`src/rtl/uart_cmd_receiver_if.sv`:
```
// Command bundle from the UART receive stage to the decoder/transmitter.
// master drives op/data and the one-cycle strobes.
interface uart_cmd_receiver_if;
  logic [7:0]  op;
  logic [31:0] data;
  logic        execute;
  logic        xon;
  logic        xoff;
  logic        id;
  logic        frame_err;

  modport master (
    output op, data, execute, xon, xoff, id, frame_err
  );

  modport slave (
    input op, data, execute, xon, xoff, id, frame_err
  );
endinterface

```
`src/rtl/uart_cmd_receiver.sv`:
```
// 8N1 UART receiver with short/long command assembly.
// Emits execute plus xon/xoff/id pulses for the host link.
module uart_cmd_receiver #(
  parameter int FREQ  = 100000000,
  parameter int RATE  = 115200,
  parameter int CNT_W = 16
) (
  input  logic clock,
  input  logic reset,
  input  logic trxClock,
  input  logic rx,
  uart_cmd_receiver_if.master cmd
);

  localparam int BITLENGTH = FREQ / RATE;
  localparam logic [CNT_W-1:0] FULL = CNT_W'(BITLENGTH);
  localparam logic [CNT_W-1:0] HALF = CNT_W'(BITLENGTH / 2);

  typedef enum logic [2:0] {
    IDLE, START, DATA, STOP, WAIT_HIGH
  } state_t;

  state_t     state_q, state_d;
  logic [CNT_W-1:0] cnt_q, cnt_d, cnt_inc;
  logic [2:0] bit_q, bit_d;
  logic [7:0] shift_q, shift_d;
  logic       rx_meta, rxs;
  logic       byte_ok, stop_bad;

  logic [2:0]  byte_idx;
  logic [7:0]  hold_op;
  logic [23:0] arg;

  always_ff @(posedge clock or posedge reset) begin
    if (reset) begin
      rx_meta <= 1'b1;
      rxs     <= 1'b1;
    end else begin
      rx_meta <= rx;
      rxs     <= rx_meta;
    end
  end

  always_ff @(posedge clock or posedge reset) begin
    if (reset) begin
      state_q <= IDLE;
      cnt_q   <= '0;
      bit_q   <= '0;
      shift_q <= '0;
    end else begin
      state_q <= state_d;
      cnt_q   <= cnt_d;
      bit_q   <= bit_d;
      shift_q <= shift_d;
    end
  end

  // An event fires on the tick that brings the counter to its target.
  always_comb begin
    state_d  = state_q;
    cnt_d    = cnt_q;
    bit_d    = bit_q;
    shift_d  = shift_q;
    byte_ok  = 1'b0;
    stop_bad = 1'b0;
    cnt_inc  = cnt_q + 1'b1;
    unique case (state_q)
      IDLE: begin
        if (!rxs) begin
          state_d = START;
          cnt_d   = '0;
        end
      end
      START: begin
        if (trxClock) begin
          if (cnt_inc == HALF) begin
            cnt_d = '0;
            bit_d = '0;
            state_d = rxs ? IDLE : DATA;
          end else begin
            cnt_d = cnt_inc;
          end
        end
      end
      DATA: begin
        if (trxClock) begin
          if (cnt_inc == FULL) begin
            cnt_d   = '0;
            shift_d = {rxs, shift_q[7:1]};
            bit_d   = bit_q + 3'd1;
            if (bit_q == 3'd7) state_d = STOP;
          end else begin
            cnt_d = cnt_inc;
          end
        end
      end
      STOP: begin
        if (trxClock) begin
          if (cnt_inc == FULL) begin
            cnt_d = '0;
            if (rxs) begin
              byte_ok = 1'b1;
              state_d = IDLE;
            end else begin
              stop_bad = 1'b1;
              state_d  = WAIT_HIGH;
            end
          end else begin
            cnt_d = cnt_inc;
          end
        end
      end
      WAIT_HIGH: begin
        if (rxs) state_d = IDLE;
      end
      default: state_d = IDLE;
    endcase
  end

  always_ff @(posedge clock or posedge reset) begin
    if (reset) begin
      cmd.op        <= '0;
      cmd.data      <= '0;
      cmd.execute   <= 1'b0;
      cmd.xon       <= 1'b0;
      cmd.xoff      <= 1'b0;
      cmd.id        <= 1'b0;
      cmd.frame_err <= 1'b0;
      byte_idx      <= '0;
      hold_op       <= '0;
      arg           <= '0;
    end else begin
      cmd.execute   <= 1'b0;
      cmd.xon       <= 1'b0;
      cmd.xoff      <= 1'b0;
      cmd.id        <= 1'b0;
      cmd.frame_err <= stop_bad;
      if (stop_bad) begin
        byte_idx <= '0;
      end else if (byte_ok) begin
        unique case (byte_idx)
          3'd0: begin
            if (!shift_q[7]) begin
              cmd.op      <= shift_q;
              cmd.data    <= '0;
              cmd.execute <= 1'b1;
              cmd.xon     <= (shift_q == 8'h11);
              cmd.xoff    <= (shift_q == 8'h13);
              cmd.id      <= (shift_q == 8'h02);
            end else begin
              hold_op  <= shift_q;
              byte_idx <= 3'd1;
            end
          end
          3'd1: begin
            arg[7:0] <= shift_q;
            byte_idx <= 3'd2;
          end
          3'd2: begin
            arg[15:8] <= shift_q;
            byte_idx  <= 3'd3;
          end
          3'd3: begin
            arg[23:16] <= shift_q;
            byte_idx   <= 3'd4;
          end
          default: begin
            cmd.op      <= hold_op;
            cmd.data    <= {shift_q, arg};
            cmd.execute <= 1'b1;
            byte_idx    <= '0;
          end
        endcase
      end
    end
  end

endmodule

```
`src/flat_wrapper.sv`:
```
// flat-port wrapper written by rule: the top's interface ports become plain ports
module uart_cmd_receiver_flat 
#(
  parameter int FREQ  = 100000000,
  parameter int RATE  = 115200,
  parameter int CNT_W = 16
)
  (clock, reset, trxClock, rx, cmd_op, cmd_data, cmd_execute, cmd_xon, cmd_xoff, cmd_id, cmd_frame_err);
  uart_cmd_receiver_if cmd_i ();
  input  logic clock;
  input  logic reset;
  input  logic trxClock;
  input  logic rx;
  output wire logic [$bits(cmd_i.op)-1:0] cmd_op;
  output wire logic [$bits(cmd_i.data)-1:0] cmd_data;
  output wire logic [$bits(cmd_i.execute)-1:0] cmd_execute;
  output wire logic [$bits(cmd_i.xon)-1:0] cmd_xon;
  output wire logic [$bits(cmd_i.xoff)-1:0] cmd_xoff;
  output wire logic [$bits(cmd_i.id)-1:0] cmd_id;
  output wire logic [$bits(cmd_i.frame_err)-1:0] cmd_frame_err;
  assign cmd_op = cmd_i.op;
  assign cmd_data = cmd_i.data;
  assign cmd_execute = cmd_i.execute;
  assign cmd_xon = cmd_i.xon;
  assign cmd_xoff = cmd_i.xoff;
  assign cmd_id = cmd_i.id;
  assign cmd_frame_err = cmd_i.frame_err;
  uart_cmd_receiver #(.FREQ(FREQ), .RATE(RATE), .CNT_W(CNT_W)) u_core (.clock(clock), .reset(reset), .trxClock(trxClock), .rx(rx), .cmd(cmd_i));
endmodule
```
`config.mk`:
```
export PLATFORM = sky130hd
export DESIGN_NAME = uart_cmd_receiver_flat
export DESIGN_NICKNAME = d
export VERILOG_FILES = /design/src/rtl/uart_cmd_receiver_if.sv /design/src/rtl/uart_cmd_receiver.sv /design/src/flat_wrapper.sv
export SDC_FILE = /design/constraint.sdc
export NUM_CORES = 1
export LEC_CHECK = 0
export ABC_AREA = 0
export CELL_PAD_IN_SITES_DETAIL_PLACEMENT = 0
export CELL_PAD_IN_SITES_GLOBAL_PLACEMENT = 1
export CORE_MARGIN = 8
export CORE_UTILIZATION = 36
export DETAILED_ROUTE_END_ITERATION = 16
export PLACE_DENSITY_LB_ADDON = 0.3
export SETUP_SLACK_MARGIN = 0.5
export SYNTH_ARGS = -nofsm -noshare
export SYNTH_HDL_FRONTEND = slang
export SYNTH_SLANG_ARGS = --single-unit
```
`constraint.sdc`:
```
create_clock -name clock -period 3.7 [get_ports clock]
set_clock_uncertainty 0.05 [all_clocks]
set_input_delay 0.37 -clock clock [delete_from_list [all_inputs] [get_ports clock]]
set_output_delay 0.37 -clock clock [all_outputs]
set_load 0.05 [all_outputs]
```
; ---- After elaboration in Yosys (flattened, before gate mapping)
; Index checks and enable logic that the tools add are counted.
[word_totals]
ff_bits = 112
latch_bits = 0
ramBits = 0
romBits = 0
in_bits = 4
output_inout_bits = 45
wordCells = 119
mem_count = 0
[classes]
n_addsub = 2
mul = 0
div = 0
n_lt_le_gt_ge = 0
eq_ne = 25
n_shift = 0
muxes = 55
n_bitwise = 2
n_reduce_logical = 17
[ops]
columns = op, n
row1 = $mux W16, 5
row2 = $pmux W32 S2, 1
row3 = $mux W3, 17
row4 = $pmux W16 S3, 1
row5 = $mux W32, 1
row6 = $mux W1, 23
row7 = $add A16 B1 Y16 const B, 1
row8 = $eq A16 B10 Y1 const B, 1
row9 = $eq A16 B9 Y1 const B, 1
row10 = $eq A8 B5 Y1 const B, 2
row11 = $pmux W8 S2, 1
row12 = $pmux W3 S5, 1
row13 = $eq A3 B2 Y1 const B, 4
row14 = $ne A2 B1 Y1 const B, 6
row15 = $pmux W3 S4, 1
row16 = $reduce_and A3 Y1, 4
row17 = $reduce_and A4 Y1, 3
row18 = $ne A2 B2 Y1 const B, 5
row19 = $reduce_and A9 Y1, 1
row20 = $eq A8 B2 Y1 const B, 1
row21 = $mux W8, 1
row22 = $eq A3 B1 Y1 const B, 2
row23 = $eq A3 B3 Y1 const B, 2
row24 = $logic_not A3 Y1, 2
row25 = 12 further kinds, 14

; ---- Logic depth before layout (Yosys ltp)
[logic_depth]
word_depth = 7
depth_mapped = 11
mapped_depth_nobuf = 8

; ---- Worst setup path before layout
; No wires, ideal clock.
[synth_path]
kind = flip-flop to flip-flop
startpoint = register u_core.cnt_q[0]
endpoint = register u_core.cmd.data[0]
setup_time_ps = 122
t_arrival_ps = 2563
t_required_ps = 3528
slack_ps = 966
stages_incl_launch_ff = 12
path_buffers = 3
synth_period_minus_slack_ps = 2734
path_cell_list = dfrtp_1 -> ha_1 -> nand3_1 -> nor4_4 -> mux2i_1 -> nor4b_4 -> and4_1 -> buf_4 -> o21ai_2 -> buf_2 -> buf_6 -> a32o_1
[synth_via]
elab_chain_cells = 7
elab_cells_between_ends = 10
cone_classes = 1 x add/sub / 1 x eq/ne / 6 x mux / 1 x bitwise / 1 x reduce/logical
[synth_rtl]
columns = element, line
row1 = "start, declared", uart_cmd_receiver.sv:24  ; logic [CNT_W-1:0] cnt_q, cnt_d, cnt_inc;
row2 = "start signal, assigned", uart_cmd_receiver.sv:52  ; cnt_q <= cnt_d;
row3 = $add A16 B1 Y16 (*), uart_cmd_receiver.sv:66  ; cnt_inc = cnt_q + 1'b1;
row4 = $eq A16 B10 Y1 (*), uart_cmd_receiver.sv:99  ; if (cnt_inc == FULL) begin
row5 = $mux W1, uart_cmd_receiver.sv:99
row6 = $mux W1, uart_cmd_receiver.sv:98  ; if (trxClock) begin
row7 = $mux W1, uart_cmd_receiver.sv:67  ; unique case (state_q)
row8 = $not A1 Y1 (no line), --
row9 = $reduce_and A4 Y1 (no line) (*), --
row10 = "end signal, assigned", uart_cmd_receiver.sv:169  ; cmd.data <= {shift_q, arg};
row11 = "end, declared", uart_cmd_receiver_if.sv:13  ; output op, data, execute, xon, xoff, id, frame_err
; Every way passes the cells marked *; elsewhere a longest branch is shown, timed or not.
; A chain may end at the register's enable or synchronous reset.

; ---- Final worst setup path
[layout_path]
startpoint = register u_core.cnt_q[0]
endpoint = register u_core.arg[4]
[layout_via]
elab_chain_cells = 7
elab_cells_between_ends = 10
cone_classes = 1 x add/sub / 1 x eq/ne / 6 x mux / 1 x bitwise / 1 x reduce/logical
[layout_rtl]
columns = element, line
row1 = $add A16 B1 Y16 (*), uart_cmd_receiver.sv:66
row2 = $eq A16 B10 Y1 (*), uart_cmd_receiver.sv:99
row3 = $mux W1, uart_cmd_receiver.sv:99
row4 = $mux W1, uart_cmd_receiver.sv:98
row5 = $mux W1, uart_cmd_receiver.sv:67
row6 = $not A1 Y1 (no line), --
row7 = $reduce_and A3 Y1 (no line) (*), --
row8 = "end signal, assigned", uart_cmd_receiver.sv:156  ; arg[7:0] <= shift_q;
row9 = "end, declared", uart_cmd_receiver.sv:32  ; logic [23:0] arg;
; Marked as above.

==> results.md <==
* Worst Path Required at 3.88 ns
* Path category of the worst min-delay check: flop to flop
* Clock tree from TritonCTS: yes
* Top achievable clock speed at 330.9 MHz
* Fraction of final layout cells sized beyond drive strength 1 at 0.2059
* Unrepaired setup endpoints after global routing: false
* Proportion of power drawn by flip-flops and latches at 0.486
* Initial antenna violation count at 0
* Source-to-sink clock delay at the later pin of the worst-skew pair at 0.35 ns
* Max-slew violation count at 0
* Hold slack at 0.3115 ns
* Clk pin slew, worst setup/hold paths at 0.07 ns
* Type of element launching the critical path: flop
* Fraction of synthesized cell area in xor and xnor cells at 0.008659
* Filler Cells Inserted at 1248
* Power density over the cells at 437.4 nW/um2
* Clock Tree Buf Depth at 2
* Floorplan row count at 43
* Internal cell power at 1962 uW
* Synthesized netlist net count at 435
* Endpoint kind of the worst setup timing path: flop
* Transition time at the pin with the least slew margin at 0.8642 ns
* Vertical extent of the die at 134.5 um
* H-tree depth reported by CTS at 3
* Number of CTS-inserted buffers at 9
* Floorplan Core Area at 13830 um2
* Cell type with the largest total area after synthesis: sky130_fd_sc_hd__dfrtp_1
* Clock share of power at 0.397
* Finish-stage setup viols at 0
* Seq cells post-synth at 112
* Gate power share at 0.117
* Remaining design rule violation count at 0
* Reg area at 2808 um2
* Most instantiated flip-flop cell in the synthesis netlist: sky130_fd_sc_hd__dfrtp_1
* Sum of negative setup slack at 0 ns
* Area fraction of the dominant cell type after synthesis at 0.5443
* First-pass GRT wire length at 19.87 mm
* Root buffer selected by CTS: sky130_fd_sc_hd__clkbuf_16
* Post-synth EDFFs at 0
* Yosys synthesis warning count at 0
* Maximum number of pins on one net before global-route repair at 51
* Routability cong. at 0.7979
* Routed WL per cell at 18.60 um
* Number of distinct library cells after synthesis at 52
* Simple-gate share of the synthesized area at 0.1403
* Total wirelength of the detailed-routed design at 12.11 mm
* Global Route Usage Sum at 0.1398
* Sequential-to-total area share from yosys stat at 0.5547
* Vias at 3501
* Number of sinks on the clock net at 112
* Complex-gate fraction of the synthesized area at 0.1212
* Switching share of total power at 0.2718
* Portion of netlist area occupied by mux cells at 0.1321
* Worst stage delay on the critical path at 0.45 ns
* Netlist area before placement at 5057 um2
* Maximum vdd drop at 0.0002568 V
* Final worst path period need at 3.022 ns
* Reported net switching power at 732.1 uW
* Dominant combinational cell family by area after synthesis: simple AND/OR/NAND/NOR gates
* Arrival time of the worst setup path at 3.20 ns
* Share of flip-flops with an asynchronous set or reset at 1.000
* Cell Chain, Critical Path: ha_4, nand3_4, nor4_4, mux2i_2, nor4b_4, buf_4, nand3_2, nor3_4, buf_12, mux2_2
* Post-route core utilization at 0.4454
* Via count of the first global-routing pass at 3591
* Period Utilization, post-route at 0.8169
* Syn avg cell area at 11.84 um2
* Max FO, Critical Path at 9
* Number of primary I/O pins at 49
* Die outline width at 134.5 um
* Number of vias per cell after detailed routing at 5.378
* Quantity of I/O buffers inserted on ports at 48
* Static leakage at 0.002739 uW
* Top cells by area, synth: sky130_fd_sc_hd__dfrtp_1 54%, sky130_fd_sc_hd__mux2_2 10%, sky130_fd_sc_hd__a32o_1 6.3%
* Die Footprint at 18100 um2
* Number of nets in the layout at 475
* Count of max-cap constraint violations at 0
* Router iterations before antenna repair at 4
* Total half-perimeter wirelength after legalization and detailed placement at 7.923 mm
* Number of standard cells after synthesis at 427
* Outcome: finished, final reports clean
* Count of inserted antenna diode cells at 0
* Count of final hold-check violations at 0
* Grt total ovfl at 0
* Start-to-end type of the worst setup path: flop to flop
* Relative slew slack at 0.4227
* Area grow syn2layout at 21.77%
* Post-route ant nets at 0
* Area of combinational cells with multiple inputs at 2143 um2
* Initial cell density of the core at 0.3658
* Synthesized-area fraction occupied by adder cells at 0.009896
* Standard cell with the maximum stage delay on the critical path: sky130_fd_sc_hd__dfrtp_2
* Iteration-0 DRC count of the detailed router at 222
## worst max-delay path, delay by kind of cell, from the launching register on
kind          cells  cell delay [ns]
fa+ha+maj         1             0.20
buf+inv           2             0.33
flops             1             0.45
mux               2             0.48
simple gates      5             1.38
## cells by family after synthesis
logic type,count (synthesis)
DFF,112
buffers and inverters,39
AOI/OAI and AO/OA,81
and+or+nand+nor,126
muxes,60
xor gates and xnor gates,5
adders and majority gates,4
## sequential cells by signal (all words and copies together), names as in the netlist, 8 cells and up
signal           count
u_core.cmd.data     32
u_core.cmd.op        8
u_core.hold_op       8
u_core.shift_q       8
u_core.cnt_q        16
u_core.arg          24
## layer usage
layer,part of all wire,GRT usage,vias to the layer above
met5,0,0,-
met4,0.017,0.03930,0
met3,0.055,0.04346,15
met2,0.47,0.2256,72
met1,0.46,0.1768,1766
li1,-,-,1648
## timing repair
action                     in CTS  in global routing
setup buffers                   0                  3
gates cloned                    0                  0
setup endpoints to repair       8                 93
gates resized for setup         1                 14
hold buffers                    0                  0
pin swaps                       1                  3
## through the flow
step | setup slack, ns | total power [uW] | area [um2] | cells
floorplan | 0.9656 | 1537 | 5061 | 427
global placement | 0.4598 | 1633 | 5725 | 633
detailed placement | 0.3634 | 1636 | 5725 | 633
CTS | 0.4704 | 2717 | 6053 | 648
global route | 0.4914 | 2826 | 6158 | 651
finish | 0.6776 | 2694 | 6158 | 651
## power by group through the flow
stage                     clock network [uW]  logic (uW)  registers [uW]
after floorplan                            0         240            1300
after global placement                     0         312            1320
after detailed placement                   0         312            1320
after CTS                               1100         314            1300
after global routing                    1160         354            1320
final                                   1070         314            1310
## layout make-up
type | instances | area share
well taps | 180 | 0.03657
inverters | 7 | 0.004876
repair buffers | 61 | 0.1020
multi-input cells | 276 | 0.3480
flip-flops and latches | 112 | 0.4559
clock inverters | 6 | 0.01605
clock buffers | 9 | 0.03657
## cell usage in the layout (no fill, tap or decap), drive strengths merged, types with 3 or more instances in the layout
master,count
a21oi,11
a32o,32
and2,6
and3,4
and4,3
buf,13
clkbuf,9
clkdlybuf4s50,48
dfrtp,110
ha,4
inv,9
mux2,54
mux2i,6
nand2,39
nand2b,4
nand3,9
nand4,6
nor2,19
nor2b,6
nor3,15
nor4,6
o211ai,3
o21ai,20
o22ai,5
or3,4
xnor2,3
## cells in the mapped netlist (3+ instances only)
cell	n
sky130_fd_sc_hd__o211ai_1	3
sky130_fd_sc_hd__and4_1	3
sky130_fd_sc_hd__nand4_1	4
sky130_fd_sc_hd__dfrtp_1	110
sky130_fd_sc_hd__or3_1	4
sky130_fd_sc_hd__a21oi_1	11
sky130_fd_sc_hd__nor2b_1	6
sky130_fd_sc_hd__nor2_1	19
sky130_fd_sc_hd__a32o_1	32
sky130_fd_sc_hd__nand2_1	39
sky130_fd_sc_hd__mux2_2	47
sky130_fd_sc_hd__nand3_1	7
sky130_fd_sc_hd__nor4_1	4
sky130_fd_sc_hd__buf_2	7
sky130_fd_sc_hd__ha_1	4
sky130_fd_sc_hd__and3_1	4
sky130_fd_sc_hd__clkbuf_1	19
sky130_fd_sc_hd__o22ai_1	5
sky130_fd_sc_hd__mux2i_1	6
sky130_fd_sc_hd__o21ai_0	19
sky130_fd_sc_hd__and2_1	6
sky130_fd_sc_hd__xnor2_1	3
sky130_fd_sc_hd__mux2_1	7
sky130_fd_sc_hd__nor3_1	14
sky130_fd_sc_hd__nand2b_1	4
sky130_fd_sc_hd__buf_1	3
sky130_fd_sc_hd__inv_1	7
## worst paths after layout
| path | start | end | slack, ns | depth (start not counted) |
|---|---|---|---|---|
| setup reg to reg | u_core.cnt_q[0]$_DFFE_PP0P_ | u_core.arg[4]$_DFFE_PP0P_ | 0.68 | 10 |
| hold reg to reg | u_core.rx_meta$_DFF_PP1_ | u_core.rxs$_DFF_PP1_ | 0.31 | 0 |
| max in group asynchronous | reset | u_core.shift_q[0]$_DFFE_PP0P_ | 2.25 | 3 |
| setup / recovery | u_core.cnt_q[0]$_DFFE_PP0P_ | u_core.arg[4]$_DFFE_PP0P_ | 0.68 | 10 |
| hold / removal | u_core.rx_meta$_DFF_PP1_ | u_core.rxs$_DFF_PP1_ | 0.31 | 0 |
| min in group asynchronous | reset | u_core.arg[5]$_DFFE_PP0P_ | 0.49 | 2 |
Note: power is estimated with default switching activity, not from simulation.
